--- src/rtl/issue_scoreboard_pkg.sv ---
// Shared types for the issue-side RAW scoreboard: issue-slot fields, tracker entries
// and the stage at which each kind of producer has its result on the forwarding network.
package issue_scoreboard_pkg;

   localparam int NSTAGE = 4;
   localparam int AW     = 5;
   localparam int SLOTS  = 2;
   localparam int NENT   = NSTAGE * SLOTS;

   typedef logic [AW-1:0] creg_addr_t;

   // rdy_stg: first tracked stage (0 = E) at which the producer's result can be forwarded
   localparam logic [1:0] RDY_E  = 2'd0;
   localparam logic [1:0] RDY_M1 = 2'd1;
   localparam logic [1:0] RDY_M2 = 2'd2;
   localparam logic [1:0] RDY_M3 = 2'd3;

   typedef struct packed {
      creg_addr_t ra1;
      creg_addr_t ra2;
      creg_addr_t rdst;
      logic       regwrite;
      logic [1:0] rdy_stg;
   } sb_issue_t;

   typedef struct packed {
      logic       valid;
      creg_addr_t rdst;
      logic [1:0] rdy_stg;
   } sb_entry_t;

endpackage

--- src/rtl/issue_scoreboard_match.sv ---
// Youngest-first producer search for one source operand over the flattened tracker table.
// ready is only meaningful when hit is set; it reports whether that youngest producer forwards.
module sb_match
   import issue_scoreboard_pkg::*;
(
   input  sb_entry_t [NENT-1:0] tbl,
   input  creg_addr_t           ra,
   output logic                 hit,
   output logic                 ready
);

   // Walk oldest to youngest so the last match written is the youngest one
   always_comb begin
      hit   = 1'b0;
      ready = 1'b0;
      for (int s = NSTAGE - 1; s >= 0; s--) begin
         for (int k = 0; k < SLOTS; k++) begin
            if (ra != '0 && tbl[s*SLOTS+k].valid && tbl[s*SLOTS+k].rdst == ra) begin
               hit   = 1'b1;
               ready = (2'(s) >= tbl[s*SLOTS+k].rdy_stg);
            end
         end
      end
   end

endmodule

--- src/rtl/issue_scoreboard.sv ---
// Dual-issue RAW hazard scoreboard: tracks in-flight register writes from E to M3 and
// gates each issue slot on whether its operands can be forwarded on entry to E.
module issue_scoreboard
   import issue_scoreboard_pkg::*;
(
   input  logic                  clk,
   input  logic                  reset,
   input  logic      [SLOTS-1:0] issue_valid,
   input  sb_issue_t [SLOTS-1:0] issue_in,
   input  logic                  stall_e,
   input  logic            [1:0] flush_lvl,
   output logic      [SLOTS-1:0] issue_ok,
   output logic      [SLOTS-1:0] issue_fire,
   output logic                  pair_split
);

   sb_entry_t [NENT-1:0] ent;
   sb_entry_t [NENT-1:0] killed;
   sb_entry_t [NENT-1:0] ent_nxt;

   creg_addr_t ra [4];
   logic [3:0] hit;
   logic [3:0] hit_rdy;
   logic [3:0] op_ok;
   logic       tbl_ok0;
   logic       tbl_ok1;
   logic       intra_raw;

   assign ra[0] = issue_in[0].ra1;
   assign ra[1] = issue_in[0].ra2;
   assign ra[2] = issue_in[1].ra1;
   assign ra[3] = issue_in[1].ra2;

   for (genvar g = 0; g < 4; g++) begin : g_match
      sb_match u_match (
         .tbl   (ent),
         .ra    (ra[g]),
         .hit   (hit[g]),
         .ready (hit_rdy[g])
      );
   end

   // No producer in flight means the regfile (write-first at WB) supplies the value
   assign op_ok   = ~hit | hit_rdy;
   assign tbl_ok0 = op_ok[0] & op_ok[1];
   assign tbl_ok1 = op_ok[2] & op_ok[3];

   assign intra_raw = issue_in[0].regwrite && (issue_in[0].rdst != '0) &&
                      ((issue_in[0].rdst == issue_in[1].ra1) ||
                       (issue_in[0].rdst == issue_in[1].ra2));

   assign issue_ok      = {tbl_ok1 & ~intra_raw, tbl_ok0};
   assign pair_split    = issue_valid[1] & tbl_ok1 & intra_raw;
   assign issue_fire[0] = issue_valid[0] & issue_ok[0] & ~stall_e & (flush_lvl == 2'd0);
   assign issue_fire[1] = issue_fire[0] & issue_valid[1] & issue_ok[1];

   // Kill first, then shift; a stall holds the table but kills still land
   always_comb begin
      killed = ent;
      for (int k = 0; k < SLOTS; k++) begin
         if (flush_lvl != 2'd0) killed[k].valid = 1'b0;
         if (flush_lvl[1])      killed[SLOTS+k].valid = 1'b0;
      end

      ent_nxt = killed;
      if (!stall_e) begin
         for (int s = NSTAGE - 1; s >= 1; s--) begin
            for (int k = 0; k < SLOTS; k++) begin
               ent_nxt[s*SLOTS+k] = killed[(s-1)*SLOTS+k];
            end
         end
         for (int k = 0; k < SLOTS; k++) begin
            ent_nxt[k].valid   = issue_fire[k] & issue_in[k].regwrite & (issue_in[k].rdst != '0);
            ent_nxt[k].rdst    = issue_in[k].rdst;
            ent_nxt[k].rdy_stg = issue_in[k].rdy_stg;
         end
      end
   end

   always_ff @(posedge clk) begin
      if (reset) begin
         ent <= '0;
      end else begin
         ent <= ent_nxt;
      end
   end

endmodule
--- config.mk ---
export PLATFORM = sky130hd
export DESIGN_NAME = issue_scoreboard
export DESIGN_NICKNAME = d
export VERILOG_FILES = /design/src/rtl/issue_scoreboard_pkg.sv /design/src/rtl/issue_scoreboard_match.sv /design/src/rtl/issue_scoreboard.sv
export SDC_FILE = /design/constraint.sdc
export NUM_CORES = 1
export LEC_CHECK = 0
export ABC_CLOCK_PERIOD_IN_PS = 2360
export BUFFER_PORTS_ARGS = -buffer_cell sky130_fd_sc_hd__buf_2
export CORE_AREA = 8 8 106 108
export CTS_CLUSTER_DIAMETER = 60
export DETAILED_ROUTE_END_ITERATION = 8
export DIE_AREA = 0 0 114 116
export GPL_TIMING_DRIVEN = 0
export MAX_ROUTING_LAYER = met4
export SLEW_MARGIN = 30
export SYNTH_ARGS = -nofsm -noshare
export SYNTH_HDL_FRONTEND = slang
export SYNTH_SLANG_ARGS = --single-unit
--- constraint.sdc ---
create_clock -name clk -period 2.36 [get_ports clk]
set_input_delay 0.236 -clock clk [delete_from_list [all_inputs] [get_ports clk]]
set_output_delay 0.236 -clock clk [all_outputs]
set_load 0.005 [all_outputs]
==> run_summary.xml <==
<?xml version="1.0" encoding="UTF-8"?>
<metrics>
  <group name="status">
    <metric name="status" unit="">finished, violations left</metric>
    <metric name="violations_in_the_final_reports" unit="">setup timing</metric>
  </group>
  <group name="finish">
    <metric name="number_of_cells_in_the_finished_layout_apart_from_fillers" unit="">641</metric>
    <metric name="most_flop_heavy_register" unit="">ent</metric>
    <metric name="layout_top_registers" unit="">ent (48)</metric>
    <metric name="flip_flop_count_of_the_largest_register_after_layout" unit="">48</metric>
    <metric name="share_of_layout_cells_above_drive_strength_1" unit="">0.317</metric>
    <metric name="number_of_inserted_diodes" unit="">0</metric>
    <metric name="utilization" unit="">0.499</metric>
    <metric name="area_delta_synth_final" unit="%">22.2</metric>
    <metric name="stdcell_area" unit="mm²">0.00476</metric>
    <metric name="layout_common_cells" unit="">xnor2_1, nor2_1, xor2_1</metric>
    <metric name="layout_commonest_cell" unit="">xnor2_1</metric>
    <metric name="finalNetCount" unit="">550</metric>
  </group>
  <group name="global_route">
    <metric name="wire_length_of_the_first_global_routing_pass" unit="mm">19.4</metric>
    <metric name="grt_pass1_vias" unit="">3633</metric>
    <metric name="largest_net_degree_at_the_start_of_global_routing" unit="">17</metric>
    <metric name="grt.total_usage" unit="">0.196</metric>
    <metric name="grt_antenna_before_repair" unit="">0</metric>
    <metric name="grt-ovfl-total" unit="">0</metric>
  </group>
  <group name="synthesis">
    <metric name="synth_edf_count" unit="">0</metric>
    <metric name="yosys.area.top_type" unit="">dfxtp_1</metric>
    <metric name="dominant_synthesized_flop_cell" unit="">dfxtp_1</metric>
    <metric name="avgSynthCellArea" unit="µm²">8.24</metric>
    <metric name="synth_area_leaders" unit="">dfxtp_1, xnor2_1, mux2i_1</metric>
    <metric name="synthesis.nets" unit="">516</metric>
    <metric name="area_share_of_the_largest_cell_type_after_synthesis" unit="">0.247</metric>
    <metric name="synth.yosys.seq_area_share" unit="">0.247</metric>
    <metric name="post_synth_inst_count" unit="">473</metric>
    <metric name="syn-cell-area" unit="mm²">0.00390</metric>
    <metric name="number_of_distinct_library_cells_after_synthesis" unit="">48</metric>
    <metric name="postSynthRegisterBits" unit="">48</metric>
    <metric name="async_reset_ff_frac" unit="">0</metric>
    <metric name="number_of_warning_messages_in_the_yosys_log" unit="">0</metric>
  </group>
  <group name="setup_path">
    <metric name="critical-path-top-delay-family" unit="">simple AND/OR/NAND/NOR gates</metric>
    <metric name="path_buf_inv" unit="">2</metric>
    <metric name="worst-r2r-cell-count" unit="">10</metric>
    <metric name="critPathMaxStageDelay" unit="ps">570</metric>
    <metric name="worst-endpoint-required" unit="ps">2120</metric>
    <metric name="worst-endpoint-arrival" unit="ps">2590</metric>
    <metric name="crit_path_cells" unit="">xor2_1 &gt; or4_4 &gt; a22oi_2 &gt; nor2_1 &gt; nor4_2 &gt; buf_4 &gt; and3b_2 &gt; and3_4 &gt; buf_6</metric>
    <metric name="worstSetupPathType" unit="">reg2out</metric>
    <metric name="cp-end-kind" unit="">output port</metric>
    <metric name="critical_path_depth" unit="">9</metric>
    <metric name="slowest_stage" unit="">or4_4</metric>
    <metric name="path_max_fanout" unit="">6</metric>
    <metric name="kind_of_launch_point_of_the_worst_setup_path" unit="">flop</metric>
  </group>
  <group name="timing">
    <metric name="grt_setup_unrepaired" unit="">yes</metric>
    <metric name="worst-slew-pin-transition" unit="ps">757</metric>
    <metric name="post-route-period-util" unit="">1.20</metric>
    <metric name="clock.fmax" unit="MHz">354</metric>
    <metric name="finalSetupViolCount" unit="">6</metric>
    <metric name="setup_total_negative_slack" unit="ps">-1750</metric>
    <metric name="max_slew_margin" unit="">0.496</metric>
    <metric name="setup_ws" unit="ps">-468</metric>
    <metric name="finalHoldViolCount" unit="">0</metric>
    <metric name="whs" unit="ps">151</metric>
    <metric name="slew_viol_final" unit="">0</metric>
    <metric name="clock_skew" unit="ps">5.23</metric>
    <metric name="final_period_minus_worst_setup_slack" unit="ps">2830</metric>
  </group>
  <group name="power">
    <metric name="internal_power" unit="mW">1.30</metric>
    <metric name="swShare" unit="">0.318</metric>
    <metric name="ir_worst_vdd" unit="V">0.000364</metric>
    <metric name="power" unit="mW">1.91</metric>
    <metric name="p_switching" unit="µW">606</metric>
    <metric name="power_density" unit="mW/mm²">400</metric>
    <metric name="share_seq_of_total_power" unit="">0.470</metric>
    <metric name="clock_power_share" unit="">0.287</metric>
    <metric name="combinational_fraction_of_design_power" unit="">0.243</metric>
    <metric name="power_leakage" unit="nW">1.82</metric>
  </group>
  <group name="clocking">
    <metric name="clock_insertion_delay_at_the_later_pin_of_the_skew_report" unit="ps">310</metric>
    <metric name="cts.hold.buffers_added" unit="">0</metric>
    <metric name="clock_sink_count" unit="">48</metric>
    <metric name="clk_root_buffer_cell" unit="">clkbuf_8</metric>
    <metric name="cts_inserted_buffers" unit="">5</metric>
    <metric name="clk_pin_slew_worst_paths" unit="ps">90</metric>
    <metric name="tritoncts" unit="">yes</metric>
    <metric name="cts-htree-levels" unit="">2</metric>
    <metric name="max-clock-path-buffers" unit="">2</metric>
  </group>
  <group name="routing">
    <metric name="antenna_left" unit="">0</metric>
    <metric name="drt_pass1_iterations" unit="">5</metric>
    <metric name="route.detailed.vias_per_inst" unit="">5.51</metric>
    <metric name="detail_route.drc_violations" unit="">0</metric>
    <metric name="detailedRoute.firstIterationViolations" unit="">251</metric>
    <metric name="route.detailed.wl_per_inst" unit="µm">19.6</metric>
    <metric name="routed_wire_length" unit="mm">12.5</metric>
    <metric name="dr_total_vias" unit="">3532</metric>
  </group>
  <group name="place">
    <metric name="hpwlAfterDp" unit="mm">9.30</metric>
    <metric name="placed_cell_area" unit="mm²">0.00419</metric>
    <metric name="finalWeightedCongestion" unit="">0.905</metric>
    <metric name="io_port_bufs" unit="">26</metric>
    <metric name="place.detailed.instances" unit="">632</metric>
    <metric name="placement.setup.worst_slack" unit="ps">-681</metric>
  </group>
  <group name="floorplan">
    <metric name="die-area" unit="mm²">0.0132</metric>
    <metric name="floorplan.initialDensity" unit="">0.408</metric>
    <metric name="core" unit="mm²">0.00955</metric>
    <metric name="die_width" unit="µm">114</metric>
    <metric name="row_count" unit="">36</metric>
    <metric name="fp.dieH" unit="µm">116</metric>
    <metric name="floorplan.io_pins" unit="">48</metric>
  </group>
  <group name="run">
    <metric name="drv.max_cap_violation_count" unit="">0</metric>
  </group>
  <group name="worst_hold_path">
    <metric name="worst_hold_path_type" unit="">in2reg</metric>
    <metric name="worst_hold_path.num_cells" unit="">3</metric>
  </group>
</metrics>
-- repair_timing --
| item | CTS | global route |
|---|---|---|
| pin swaps | 23 | 16 |
| buffers inserted | 19 | 7 |
| setup endpoints to repair | 7 | 7 |
| cloned | 1 | 0 |
| endpoints found under the hold margin | 0 | 0 |
| gates resized for setup | 66 | 31 |
-- final timing paths --
check | start | endpoint | slack, ps
worst min register to register | ent[39]$_SDFFE_PP0N_ | ent[39]$_SDFFE_PP0N_ | 500
worst min-delay path | issue_in[19] | ent[9]$_SDFFE_PP0N_ | 150
worst max-delay path | ent[10]$_SDFFE_PP0N_ | issue_fire[1] | -470
worst max register to register | ent[10]$_SDFFE_PP0N_ | ent[15]$_SDFF_PP0_ | -20
-- power by group through the flow --
stage          clock [mW]  sequential, mW  combinational, mW
2_1_floorplan           0           0.862              0.353
5_1_grt             0.589           0.900              0.501
3_5_place_dp            0           0.868              0.463
6_report            0.547           0.897              0.464
4_1_cts             0.562           0.895              0.438
3_3_place_gp            0           0.867              0.452
-- logic make-up after synthesis --
logic type             synth area share
buffers and inverters            0.0822
multiplexers                      0.111
XOR/XNOR                          0.292
AO/OA/AOI/OAI                    0.0578
AND/OR/NAND/NOR                   0.211
flip-flops                        0.247
-- worst reg2reg max path, cell delays in order, from the launching register on --
cell	delay (ps)
dfxtp_4	400
xor2_1	170
or4_4	580
a22oi_2	160
nor2_1	70
nor4_2	280
buf_4	170
and3b_2	200
buf_4	120
buf_4	90
a21o_2	100
-- layer usage --
layer  up-vias  routed length (µm)  track usage
met5         -                   0            -
met2       112                6320        0.337
met1      1737                5370        0.230
li1       1661                   -            -
met3        22                 638       0.0214
met4         0                 210       0.0745
-- synth_stat cells (2+ instances only) --
cell type and count:
xor2_1 47, or4_1 7, nand4_1 13, nor4_1 14, a21oi_1 5, o22ai_1 3, o211ai_1 3, dfxtp_1 48
xnor2_1 83, nor2_1 53, buf_1 9, clkbuf_1 27, nand2_1 11, buf_4 4, buf_6 3, or3_1 3
nor3b_1 4, o21a_1 3, mux2i_1 42, nor4b_1 3, nor3_1 20, buf_2 22, a211oi_1 3, and3_1 5
or4_4 2, inv_1 3, nand3_1 12
-- layout make-up --
class | count | area [µm²]
Timing Repair Buffer | 52 | 355
Multi-Input combinational cell | 358 | 2880
Inverter | 3 | 11.3
Sequential cell | 48 | 1020
Clock inverter | 2 | 17.5
Fill cell | 928 | 4780
Clock buffer | 6 | 82.6
Tap cell | 133 | 166
Buffer | 39 | 234
Note: power is estimated with default switching activity, not from simulation.
